--- config.mk ---
export PLATFORM = sky130hd
export DESIGN_NAME = prog_ram_arbiter
export DESIGN_NICKNAME = d
export VERILOG_FILES = /design/src/rtl/prog_ram_pkg.sv /design/src/rtl/prog_ram_arbiter_rr_arb2.sv /design/src/rtl/prog_ram_arbiter.sv
export SDC_FILE = /design/constraint.sdc
export NUM_CORES = 1
export LEC_CHECK = 0
export BUFFER_PORTS_ARGS = -buffer_cell sky130_fd_sc_hd__buf_2
export CAP_MARGIN = 10
export CORE_MARGIN = 2
export CORE_UTILIZATION = 44
export CTS_CLUSTER_SIZE = 10
export DETAILED_ROUTE_END_ITERATION = 8
export GPL_TIMING_DRIVEN = 0
export PLACE_DENSITY = 0.76
export RECOVER_POWER = 25
export SLEW_MARGIN = 20
export SYNTH_ARGS = -nofsm -noshare
export SYNTH_HDL_FRONTEND = slang
export SYNTH_SLANG_ARGS = --single-unit
--- constraint.sdc ---
create_clock -name clk -period 2.8 [get_ports clk]
set_input_delay 0.56 -clock clk [delete_from_list [all_inputs] [get_ports clk]]
set_output_delay 0.56 -clock clk [all_outputs]
set_load 0.02 [all_outputs]
--- src/rtl/prog_ram_pkg.sv ---
// ============================================================================
// Module : prog_ram_pkg
// Brief  : Shared types and width defaults for the program-RAM arbiter.
// Rev    : 1.0
// ============================================================================
`default_nettype none

package prog_ram_pkg;

    localparam int c_DWIDTH = 16;
    localparam int c_AWIDTH = 16;

    typedef enum logic [1:0] {
        IDLE  = 2'd0,
        ISSUE = 2'd1,
        WAIT  = 2'd2
    } state_e;

    typedef enum logic {
        GNT_CPU  = 1'b0,
        GNT_HOST = 1'b1
    } gnt_e;

endpackage

`default_nettype wire

--- src/rtl/prog_ram_arbiter_rr_arb2.sv ---
// ============================================================================
// Module : rr_arb2
// Brief  : Two-way round-robin arbiter; bit 0 = CPU, bit 1 = host.
// Rev    : 1.0
// ============================================================================
`default_nettype none

module rr_arb2
    import prog_ram_pkg::*;
(
    input  logic       clk,
    input  logic       rst,
    input  logic [1:0] req_i,
    input  logic       adv_i,
    output logic [1:0] gnt_o
);

    gnt_e last_q;

    always_comb begin
        gnt_o = 2'b00;
        case (req_i)
            2'b01:   gnt_o = 2'b01;
            2'b10:   gnt_o = 2'b10;
            2'b11:   gnt_o = (last_q == GNT_CPU) ? 2'b10 : 2'b01;
            default: gnt_o = 2'b00;
        endcase
    end

    // Starting from HOST lets the CPU win the first tie after reset.
    always_ff @(posedge clk or posedge rst) begin
        if (rst) begin
            last_q <= GNT_HOST;
        end else if (adv_i && (gnt_o != 2'b00)) begin
            last_q <= gnt_o[0] ? GNT_CPU : GNT_HOST;
        end
    end

endmodule

`default_nettype wire

--- src/rtl/prog_ram_arbiter.sv ---
// ============================================================================
// Module : prog_ram_arbiter
// Brief  : Shares the synchronous-read program RAM between CPU fetch and host.
// Rev    : 1.0
// ============================================================================
`default_nettype none

module prog_ram_arbiter
    import prog_ram_pkg::*;
#(
    parameter int DWIDTH = c_DWIDTH,
    parameter int AWIDTH = c_AWIDTH
) (
    input  logic              clk,
    input  logic              rst,
    input  logic              cpu_req,
    input  logic [AWIDTH-1:0] cpu_addr,
    output logic              cpu_rvalid,
    output logic [DWIDTH-1:0] cpu_rdata,
    output logic              cpu_en,
    output logic              cpu_overrun,
    input  logic              host_lock,
    input  logic              host_req,
    input  logic              host_we,
    input  logic [AWIDTH-1:0] host_addr,
    input  logic [DWIDTH-1:0] host_wdata,
    output logic              host_ack,
    output logic [DWIDTH-1:0] host_rdata,
    output logic              ram_en,
    output logic              ram_we,
    output logic [AWIDTH-1:0] ram_addr,
    output logic [DWIDTH-1:0] ram_wdata,
    input  logic [DWIDTH-1:0] ram_rdata
);

    state_e            state_q,      state_d;
    gnt_e              owner_q,      owner_d;
    logic              cpu_pend_q,   cpu_pend_d;
    logic [AWIDTH-1:0] cpu_addr_q,   cpu_addr_d;
    logic              overrun_q,    overrun_d;
    logic              cpu_en_q;
    logic              ram_en_q,     ram_en_d;
    logic              ram_we_q,     ram_we_d;
    logic [AWIDTH-1:0] ram_addr_q,   ram_addr_d;
    logic [DWIDTH-1:0] ram_wdata_q,  ram_wdata_d;
    logic              cpu_rvalid_q, cpu_rvalid_d;
    logic [DWIDTH-1:0] cpu_rdata_q,  cpu_rdata_d;
    logic              host_ack_q,   host_ack_d;
    logic [DWIDTH-1:0] host_rdata_q, host_rdata_d;

    logic [1:0] w_req;
    logic [1:0] w_gnt;
    logic       w_adv;
    logic       w_cpu_grant;

    // A host whose ack is on the wire this cycle is still holding req; mask it.
    assign w_req = {host_req & ~host_ack_q, cpu_pend_q & ~host_lock};

    rr_arb2 u_rr_arb2 (
        .clk   (clk),
        .rst   (rst),
        .req_i (w_req & {2{state_q == IDLE}}),
        .adv_i (w_adv),
        .gnt_o (w_gnt)
    );

    always_comb begin
        state_d      = state_q;
        owner_d      = owner_q;
        ram_en_d     = 1'b0;
        ram_we_d     = 1'b0;
        ram_addr_d   = ram_addr_q;
        ram_wdata_d  = ram_wdata_q;
        cpu_rvalid_d = 1'b0;
        cpu_rdata_d  = cpu_rdata_q;
        host_ack_d   = 1'b0;
        host_rdata_d = host_rdata_q;
        w_adv        = 1'b0;
        w_cpu_grant  = 1'b0;

        case (state_q)
            IDLE: begin
                if (w_gnt != 2'b00) begin
                    w_adv    = 1'b1;
                    ram_en_d = 1'b1;
                    state_d  = ISSUE;
                    if (w_gnt[0]) begin
                        w_cpu_grant = 1'b1;
                        owner_d     = GNT_CPU;
                        ram_addr_d  = cpu_addr_q;
                    end else begin
                        owner_d     = GNT_HOST;
                        ram_we_d    = host_we;
                        ram_addr_d  = host_addr;
                        ram_wdata_d = host_wdata;
                    end
                end
            end
            ISSUE: begin
                if (ram_we_q) begin
                    host_ack_d = 1'b1;
                    state_d    = IDLE;
                end else begin
                    state_d    = WAIT;
                end
            end
            WAIT: begin
                if (owner_q == GNT_CPU) begin
                    cpu_rvalid_d = 1'b1;
                    cpu_rdata_d  = ram_rdata;
                end else begin
                    host_ack_d   = 1'b1;
                    host_rdata_d = ram_rdata;
                end
                state_d = IDLE;
            end
            default: state_d = IDLE;
        endcase
    end

    // A fetch pulse landing on the grant cycle opens a fresh pending slot.
    always_comb begin
        cpu_pend_d = cpu_pend_q & ~w_cpu_grant;
        cpu_addr_d = cpu_addr_q;
        overrun_d  = overrun_q;
        if (cpu_req) begin
            if (!cpu_pend_q || w_cpu_grant) begin
                cpu_pend_d = 1'b1;
                cpu_addr_d = cpu_addr;
            end else begin
                overrun_d  = 1'b1;
            end
        end
    end

    always_ff @(posedge clk or posedge rst) begin
        if (rst) begin
            state_q      <= IDLE;
            owner_q      <= GNT_HOST;
            cpu_pend_q   <= 1'b0;
            cpu_addr_q   <= '0;
            overrun_q    <= 1'b0;
            cpu_en_q     <= 1'b0;
            ram_en_q     <= 1'b0;
            ram_we_q     <= 1'b0;
            ram_addr_q   <= '0;
            ram_wdata_q  <= '0;
            cpu_rvalid_q <= 1'b0;
            cpu_rdata_q  <= '0;
            host_ack_q   <= 1'b0;
            host_rdata_q <= '0;
        end else begin
            state_q      <= state_d;
            owner_q      <= owner_d;
            cpu_pend_q   <= cpu_pend_d;
            cpu_addr_q   <= cpu_addr_d;
            overrun_q    <= overrun_d;
            cpu_en_q     <= ~host_lock;
            ram_en_q     <= ram_en_d;
            ram_we_q     <= ram_we_d;
            ram_addr_q   <= ram_addr_d;
            ram_wdata_q  <= ram_wdata_d;
            cpu_rvalid_q <= cpu_rvalid_d;
            cpu_rdata_q  <= cpu_rdata_d;
            host_ack_q   <= host_ack_d;
            host_rdata_q <= host_rdata_d;
        end
    end

    assign cpu_rvalid  = cpu_rvalid_q;
    assign cpu_rdata   = cpu_rdata_q;
    assign cpu_en      = cpu_en_q;
    assign cpu_overrun = overrun_q;
    assign host_ack    = host_ack_q;
    assign host_rdata  = host_rdata_q;
    assign ram_en      = ram_en_q;
    assign ram_we      = ram_we_q;
    assign ram_addr    = ram_addr_q;
    assign ram_wdata   = ram_wdata_q;

endmodule

`default_nettype wire

==> impl_metrics.yaml, run 1 <==
critical_path:
  critPathArrivalTime_ns: 2.34
  critPathKind: "reg -> reg"
  r2r-end: "cpu_addr_q[5]"
  reg2reg_depth: 7
  cp-start-kind: "register"
  cp.required_ns: 3.03
  worstPathMaxFanout: 10
  timing.rr.start: "state_q[0]"
  end_kind: "register"
  r2r_slack_ns: 0.69
yosys:
  netlist_area_um2: 3570
  synth_flop_cell: "dfrtp_1"
  synthTopCellsByCount: "dfrtp_1, mux2_2, and3_1"
  ys_seq_area_share_pct: 63.1
  syn_nets: 308
  yosysMostFrequentCell: "dfrtp_1"
  synth-seq-cells: 90
  netlist_instances: 235
  synth_top_area_cell: "dfrtp_1"
  ys_warn_count: 0
  synth_top_area_share_pct: 62.4
  async_flop_share_pct: 100
  syn_avg_cell_area_um2: 15.2
  yosys.cell_types.count: 28
  synth_edf_count: 0
  ys_top_cells_by_area: "dfrtp_1, mux2_2, a221o_1"
place:
  dp.cells: 479
  hpwl_mm: 5.76
  place_congestion: 0.750
  port-buffer-count: 139
clock_tree:
  cts_buffer_depth: 2
  clock_latency_ns: 0.34
  cts_sinks: 90
  postCtsSetupBuffers: 0
  cts_root_buf: "clkbuf_8"
  cts_tree: "done"
  htreeDepth: 3
  ctsResizeCount: 0
  cts_made_buffers: 9
  path_clk_slew_ns: 0.09
  hold_buffers: 0
routing:
  drt_iter0_drc: 54
  vias: 2455
  wl_mm: 7.57
  wire_per_inst_um: 15.3
  drc: 0
  drtAntennaViolNets: 0
  first_pass_iters: 7
  via_per_inst: 4.96
cells_and_area:
  regArea_um2: 2250
  area_delta_synth_final_pct: 29.5
  fin_util_pct: 59.2
  instances_no_fill: 495
  num-fill-cells: 655
  fin_nets: 461
  drive_above_1_share_pct: 59.8
  multi_input_area_um2: 1200
  antenna_cells: 0
die:
  pin_count: 140
  die_w_um: 94.1
  core_um2: 7810
  start_util_pct: 45.7
  design.die.area_um2: 8850
  core.rowCount: 32
  die_h_um: 94.1
pwr:
  combPwrFrac_pct: 44.0
  swShare_pct: 37.5
  leakage_nw: 2.31
  seq_power_share_pct: 40.1
  ir_drop_mv: 0.473
  p_int_mw: 3.49
  clkPwrFrac_pct: 15.9
  power.switching_mw: 2.09
  p_per_area_nw_per_um2: 1210
timing:
  slew_headroom_pct: 15.3
  timing.fmax_ghz: 0.475
  skew_ns: 0.0129
  rsz0062_at_grt: "false"
  finalHoldViolCount: 0
  finalCritPeriodShare_pct: 75.2
  setup_violations: 0
  slew_viol_final: 0
  period_needed_ns: 2.11
  worst_pin_slew_ns: 1.27
  final.setup.tns_ns: 0
run_status:
  outcome: "finished, final reports clean"
global_routing:
  grt_pass1_vias: 2638
  grt_pass1_wl_mm: 12.3
  grt_overflow: 0
  antenna_found_initial: 0
  grt_usage_pct: 18.2
  grt_max_degree: 34
hold_path:
  min-delay-path-class: "in -> async"
flow_run:
  drv_cap: 0
-- power by group through the flow --
stage | registers (mW) | clock network [mW] | logic [mW]
5_1_grt | 2.32 | 0.962 | 2.65
3_5_place_dp | 2.26 | 0 | 2.50
3_3_place_gp | 2.23 | 0 | 2.42
4_1_cts | 2.24 | 0.915 | 2.50
6_report | 2.24 | 0.886 | 2.45
2_1_floorplan | 2.84 | 0 | 1.10
-- registers in the layout (all words and copies together) (netlist names) --
name / flops
cpu_addr_q: 16
cpu_rdata: 16
host_rdata: 16
ram_addr: 16
ram_wdata: 16
state_q: 2
cpu_en: 1
cpu_overrun: 1
cpu_pend_q: 1
cpu_rvalid: 1
host_ack: 1
owner_q: 1
ram_en: 1
ram_we: 1
-- stage by stage --
stage / setup WS [ns] / hold slack (ns) / total power, mW / area (um^2)
floorplan: 0.921 / 0.472 / 3.93 / 3570
global placement: 0.625 / 0.448 / 4.65 / 4400
detailed placement: 0.627 / 0.453 / 4.77 / 4470
CTS: 0.663 / 0.206 / 5.66 / 4670
global route: 0.569 / 0.279 / 5.93 / 4620
finish: 0.693 / 0.255 / 5.57 / 4620
-- cells by family after synthesis --
family / synth area share (%)
muxes: 20.5
DFF: 63.1
adders and majority gates: 1.05
AOI/OAI and AO/OA: 6.80
and+or+nand+nor: 5.33
buffers and inverters: 3.22
-- critical path, stage by stage, from the launching register on --
cell,delay (ns)
dfrtp_1,0.41
inv_1,0.09
ha_1,0.15
buf_2,0.17
nand2b_1,0.11
a221oi_4,0.51
buf_6,0.22
mux2_2,0.34
-- cell usage in the layout (no fill, tap or decap), types with 3 or more instances in the layout --
master	instances
buf_6	3
buf_2	146
nand2b_1	3
a221o_1	16
mux2_2	64
clkbuf_8	10
ha_1	3
dfrtp_1	89
clkbuf_1	7
and3_1	17
inv_1	6
-- worst max path at each step --
| stage | cells past startpoint | end | start | slack (ns) |
|---|---|---|---|---|
| 3_3_place_gp | 2 | cpu_addr_q[4] | rst | 0.62 |
| 4_1_cts | 7 | cpu_addr_q[5] | state_q[0] | 0.66 |
| 3_5_place_dp | 6 | cpu_addr_q[2] | host_req | 0.63 |
| 2_1_floorplan | 7 | cpu_addr_q[0] | state_q[0] | 0.92 |
| 6_report | 7 | cpu_addr_q[5] | state_q[0] | 0.69 |
| 5_1_grt | 4 | owner_q | rst | 0.57 |
-- routing by layer --
layer	vias to the layer above	wire, um	GRT usage, %
met5	-	0	0
met1	1203	3210	22.1
li1	1155	-	-
met2	86	3700	30.6
met3	11	513	4.57
met4	0	145	7.85
-- area by class of cell --
cell class	count	area share [%]
Sequential cell	90	48.8
Multi-Input combinational cell	123	26.0
Timing Repair Buffer	142	15.6
Clock buffer	10	2.98
Tap cell	102	2.76
Buffer	15	1.92
Clock inverter	6	1.38
Inverter	7	0.596
No activity file was read; power rests on OpenSTA's default activity.
==> run 2: changes to the inputs <==
==> constraint.sdc (replaced) <==
create_clock -name clk -period 1.8 [get_ports clk]
set_input_delay 0.36 -clock clk [delete_from_list [all_inputs] [get_ports clk]]
set_output_delay 0.36 -clock clk [all_outputs]
set_load 0.02 [all_outputs]
==> impl_metrics.yaml, run 2 (synthesis results as in run 1) <==
timing:
  finalCritPeriodShare_pct: 96.0
  slew_headroom_pct: 13.5
  finalHoldViolCount: 0
  hold_ws_ns: 0.224
  worst_pin_slew_ns: 1.29
  final.setup.worst_slack_ns: 0.0714
  slew_viol_final: 0
  setup_violations: 0
  rsz0062_at_grt: "true"
  period_needed_ns: 1.73
  timing.fmax_ghz: 0.578
  skew_ns: 0.0109
critical_path:
  r2r-end: "ram_addr[1]"
  end_kind: "register"
  r2r_slack_ns: 0.07
  worstPathMaxFanout: 10
  critPathKind: "reg -> reg"
  crit_start: "owner_q"
  cp.required_ns: 2.02
  cp-start-kind: "register"
  critPathArrivalTime_ns: 1.95
  timing.rr.start: "owner_q"
  reg2reg_depth: 6
routing:
  wire_per_inst_um: 15.7
  vias: 2538
  wl_mm: 7.87
  drtAntennaViolNets: 0
  drt_iter0_drc: 79
  first_pass_iters: 4
  via_per_inst: 5.06
  drc: 0
global_routing:
  antenna_found_initial: 0
  grt_max_degree: 35
  grt_usage_pct: 18.6
  grt_pass1_vias: 2617
  grt_pass1_wl_mm: 12.6
  grt_overflow: 0
place:
  place_congestion: 0.725
  dp_slack_ns: -0.245
  hpwl_mm: 5.68
  dp.cells: 478
  port-buffer-count: 139
cells_and_area:
  antenna_cells: 0
  fin_nets: 468
  final_common_cell: "buf_2"
  instances_no_fill: 502
  fin_util_pct: 61.3
  drive_above_1_share_pct: 63.2
  final_cell_mix: "buf_2, dfrtp_1, mux2_2"
  area_delta_synth_final_pct: 34.1
pwr:
  p_per_area_nw_per_um2: 1870
  leakage_nw: 2.42
  seq_power_share_pct: 39.0
  combPwrFrac_pct: 47.1
  p_int_mw: 5.58
  power.switching_mw: 3.36
  swShare_pct: 37.6
  clkPwrFrac_pct: 13.9
  ir_drop_mv: 0.724
clock_tree:
  cts_buffer_depth: 2
  cts_tree: "done"
  hold_buffers: 0
  htreeDepth: 3
  cts_made_buffers: 9
  cts_sinks: 90
  cts_root_buf: "clkbuf_8"
  clock_latency_ns: 0.34
  path_clk_slew_ns: 0.08
die:
  die_h_um: 94.1
  core.rowCount: 32
  die_w_um: 94.1
  core_um2: 7810
  pin_count: 140
  design.die.area_um2: 8850
  start_util_pct: 45.7
run_status:
  outcome: "finished, final reports clean"
hold_path:
  hold_path_end: "cpu_en"
  min-delay-path-class: "in -> reg"
  hp-start: "host_lock"
  min_path_cells: 2
flow_run:
  drv_cap: 0
run 2: power groups by stage:
stage	clock network, mW	registers [mW]	logic, mW
floorplan	0	4.41	1.74
global placement	0	3.47	3.82
detailed placement	0	3.52	3.93
CTS	1.28	3.49	4.26
global route	1.37	3.61	4.54
finish	1.24	3.49	4.21
run 2: layout make-up:
| cell class | instances | area [um^2] |
|---|---|---|
| repair buffers | 152 | 813 |
| inverters | 7 | 27.5 |
| multi-input cells | 123 | 1290 |
| flip-flops and latches | 90 | 2250 |
| fillers | 643 | 3020 |
| well taps | 102 | 128 |
| clock buffers | 11 | 141 |
| plain buffers | 12 | 93.8 |
| clock inverters | 5 | 37.5 |
run 2: how the worst max path moves through the flow:
stage,cells past startpoint,endpoint
2_1_floorplan,7,cpu_addr_q[0]
3_3_place_gp,7,cpu_addr_q[2]
3_5_place_dp,7,cpu_addr_q[0]
4_1_cts,7,cpu_addr_q[12]
5_1_grt,6,cpu_addr_q[3]
6_report,6,ram_addr[1]
run 2: critical path, cell delays in order, from the launching register on:
cell and delay, ns:
dfstp_2 0.37, buf_6 0.13, or3b_1 0.37, buf_2 0.18, buf_6 0.15, and3_1 0.16, a221o_1 0.26
run 2: per-stage QoR:
stage / power (mW) / instance area, um^2 / setup TNS (ns)
after floorplan: 6.15 / 3590 / -0.140
after global placement: 7.29 / 4410 / -21.12
after detailed placement: 7.45 / 4450 / -6.75
after CTS: 9.03 / 4790 / -0.00766
after global routing: 9.52 / 4790 / -0.0918
final: 8.94 / 4790 / 0
run 2: layer usage:
metal,vias to the layer above,routed length (um),track usage (%),share of wire (%)
li1,1168,-,-,-
met3,10,568,5.06,7.2
met1,1270,3320,23.1,42
met2,90,3860,30.8,49
met4,0,114,7.61,1.4
met5,-,0,0,0
run 2: repair_timing:
action / in CTS / in global routing
setup endpoints to repair: 40 / 47
hold endpoints to repair: 0 / 0
gates resized for setup: 31 / 1
buffers inserted: 7 / 3
pin swaps: 1 / 1
cloned: 1 / 0
==> run 3: changes to the inputs <==
==> constraint.sdc (replaced) <==
create_clock -name clk -period 1.8 [get_ports clk]
set_input_delay 0.18 -clock clk [delete_from_list [all_inputs] [get_ports clk]]
set_output_delay 0.18 -clock clk [all_outputs]
set_load 0.02 [all_outputs]
==> impl_metrics.yaml, run 3 (synthesis results as in run 1) <==
cells_and_area:
  fin_nets: 469
  antenna_cells: 0
  drive_above_1_share_pct: 55.6
  postLayoutCellArea_um2: 4770
  instances_no_fill: 503
  final_common_cell: "buf_2"
  final_cell_mix: "buf_2, dfrtp_1, mux2_2"
  fin_util_pct: 61.1
  regArea_um2: 2250
  num-fill-cells: 649
  multi_input_area_um2: 1290
  area_delta_synth_final_pct: 33.7
die:
  core_um2: 7810
  core.rowCount: 32
  start_util_pct: 45.7
  die_h_um: 94.1
  pin_count: 140
  design.die.area_um2: 8850
  die_w_um: 94.1
pwr:
  swShare_pct: 38.1
  seq_power_share_pct: 39.4
  finalPower_mw: 8.88
  leakage_nw: 2.34
  p_per_area_nw_per_um2: 1860
  power.switching_mw: 3.39
  ir_drop_mv: 0.724
  combPwrFrac_pct: 46.5
  p_int_mw: 5.49
  clkPwrFrac_pct: 14.1
clock_tree:
  clock_latency_ns: 0.34
  cts_buffer_depth: 2
  cts_made_buffers: 9
  path_clk_slew_ns: 0.08
  cts_root_buf: "clkbuf_8"
  htreeDepth: 3
  cts_sinks: 90
  cts_tree: "done"
timing:
  hold_ws_ns: 0.0400
  period_needed_ns: 1.73
  final.setup.worst_slack_ns: 0.0735
  finalCritPeriodShare_pct: 95.9
  final.setup.tns_ns: 0
  finalHoldViolCount: 0
  rsz0062_at_grt: "true"
  slew_viol_final: 0
  skew_ns: 0.0110
  worst_pin_slew_ns: 0.638
  timing.fmax_ghz: 0.579
  setup_violations: 0
  slew_headroom_pct: 57.4
critical_path:
  worstPathMaxFanout: 10
  cp.required_ns: 2.03
  end_kind: "register"
  critPathKind: "reg -> reg"
  reg2reg_depth: 6
  r2r_slack_ns: 0.07
  critPathArrivalTime_ns: 1.95
  r2r-end: "ram_addr[1]"
  timing.rr.start: "owner_q"
  cp-start-kind: "register"
routing:
  first_pass_iters: 4
  drt_iter0_drc: 71
  drtAntennaViolNets: 0
  wire_per_inst_um: 15.7
  via_per_inst: 5.10
  drc: 0
  vias: 2567
  wl_mm: 7.92
global_routing:
  grt_max_degree: 35
  grt_pass1_wl_mm: 12.7
  antenna_found_initial: 0
  grt_overflow: 0
  grt_pass1_vias: 2629
  grt_usage_pct: 18.7
hold_path:
  hold_path_end: "cpu_en"
  hp-start: "host_lock"
  min_path_cells: 2
  min-delay-path-class: "in -> reg"
place:
  dpl-instance-area_um2: 4450
  port-buffer-count: 139
  hpwl_mm: 5.68
  place_congestion: 0.725
  dp.cells: 478
  dp_slack_ns: -0.245
run_status:
  outcome: "finished, final reports clean"
flow_run:
  drv_cap: 0
-- run 3: cell count changes in the layout (fill, tap and decap cells not counted), sizes merged --
cell         delta
buf            -30
clkbuf         +30
dlygate4sd3     +1
-- run 3: final cells by class --
class	instances	area share, %
inverters	7	0.629
well taps	102	2.67
flip-flops and latches	90	47.2
multi-input cells	123	27.1
clock inverters	5	0.786
repair buffers	153	16.7
clock buffers	11	2.96
plain buffers	12	1.97
-- run 3: power by group through the flow --
stage          Combinational [mW]  Clock (mW)  Sequential (mW)
2_1_floorplan                1.74           0             4.41
3_3_place_gp                 3.82           0             3.47
3_5_place_dp                 3.93           0             3.52
4_1_cts                      4.26        1.28             3.49
5_1_grt                      4.45        1.37             3.62
6_report                     4.13        1.25             3.50
-- run 3: routing by layer --
metal | GRT usage (%) | part of all wire, % | up-vias
met4 | 7.61 | 1.4 | 0
met1 | 22.9 | 42 | 1285
met2 | 31.0 | 49 | 99
li1 | - | - | 1173
met3 | 5.22 | 7.9 | 10
met5 | 0 | 0 | -
-- run 3: worst max-delay path by stage --
stage,from,to,slack [ns],cells past startpoint
after global routing,state_q[0],cpu_addr_q[3],-0.02,6
after detailed placement,state_q[0],cpu_addr_q[0],-0.25,7
after CTS,state_q[0],cpu_addr_q[12],-0.004,7
after global placement,state_q[0],cpu_addr_q[2],-0.24,7
after floorplan,state_q[0],cpu_addr_q[0],-0.01,7
final,owner_q,ram_addr[1],0.07,6
-- run 3: worst max-delay path, cell delays in order, from the launching register on --
cell and delay, ns:
dfstp_2 0.37, buf_6 0.13, or3b_1 0.37, buf_2 0.18, buf_6 0.15, and3_1 0.16, a221o_1 0.26
-- run 3: repair_timing --
item / CTS / global route
setup endpoints to repair: 40 / 47
endpoints found under the hold margin: 28 / 0
pin swaps: 1 / 1
hold buffers: 1 / 0
setup buffers: 7 / 3
resized for setup: 31 / 1
cloned: 1 / 0
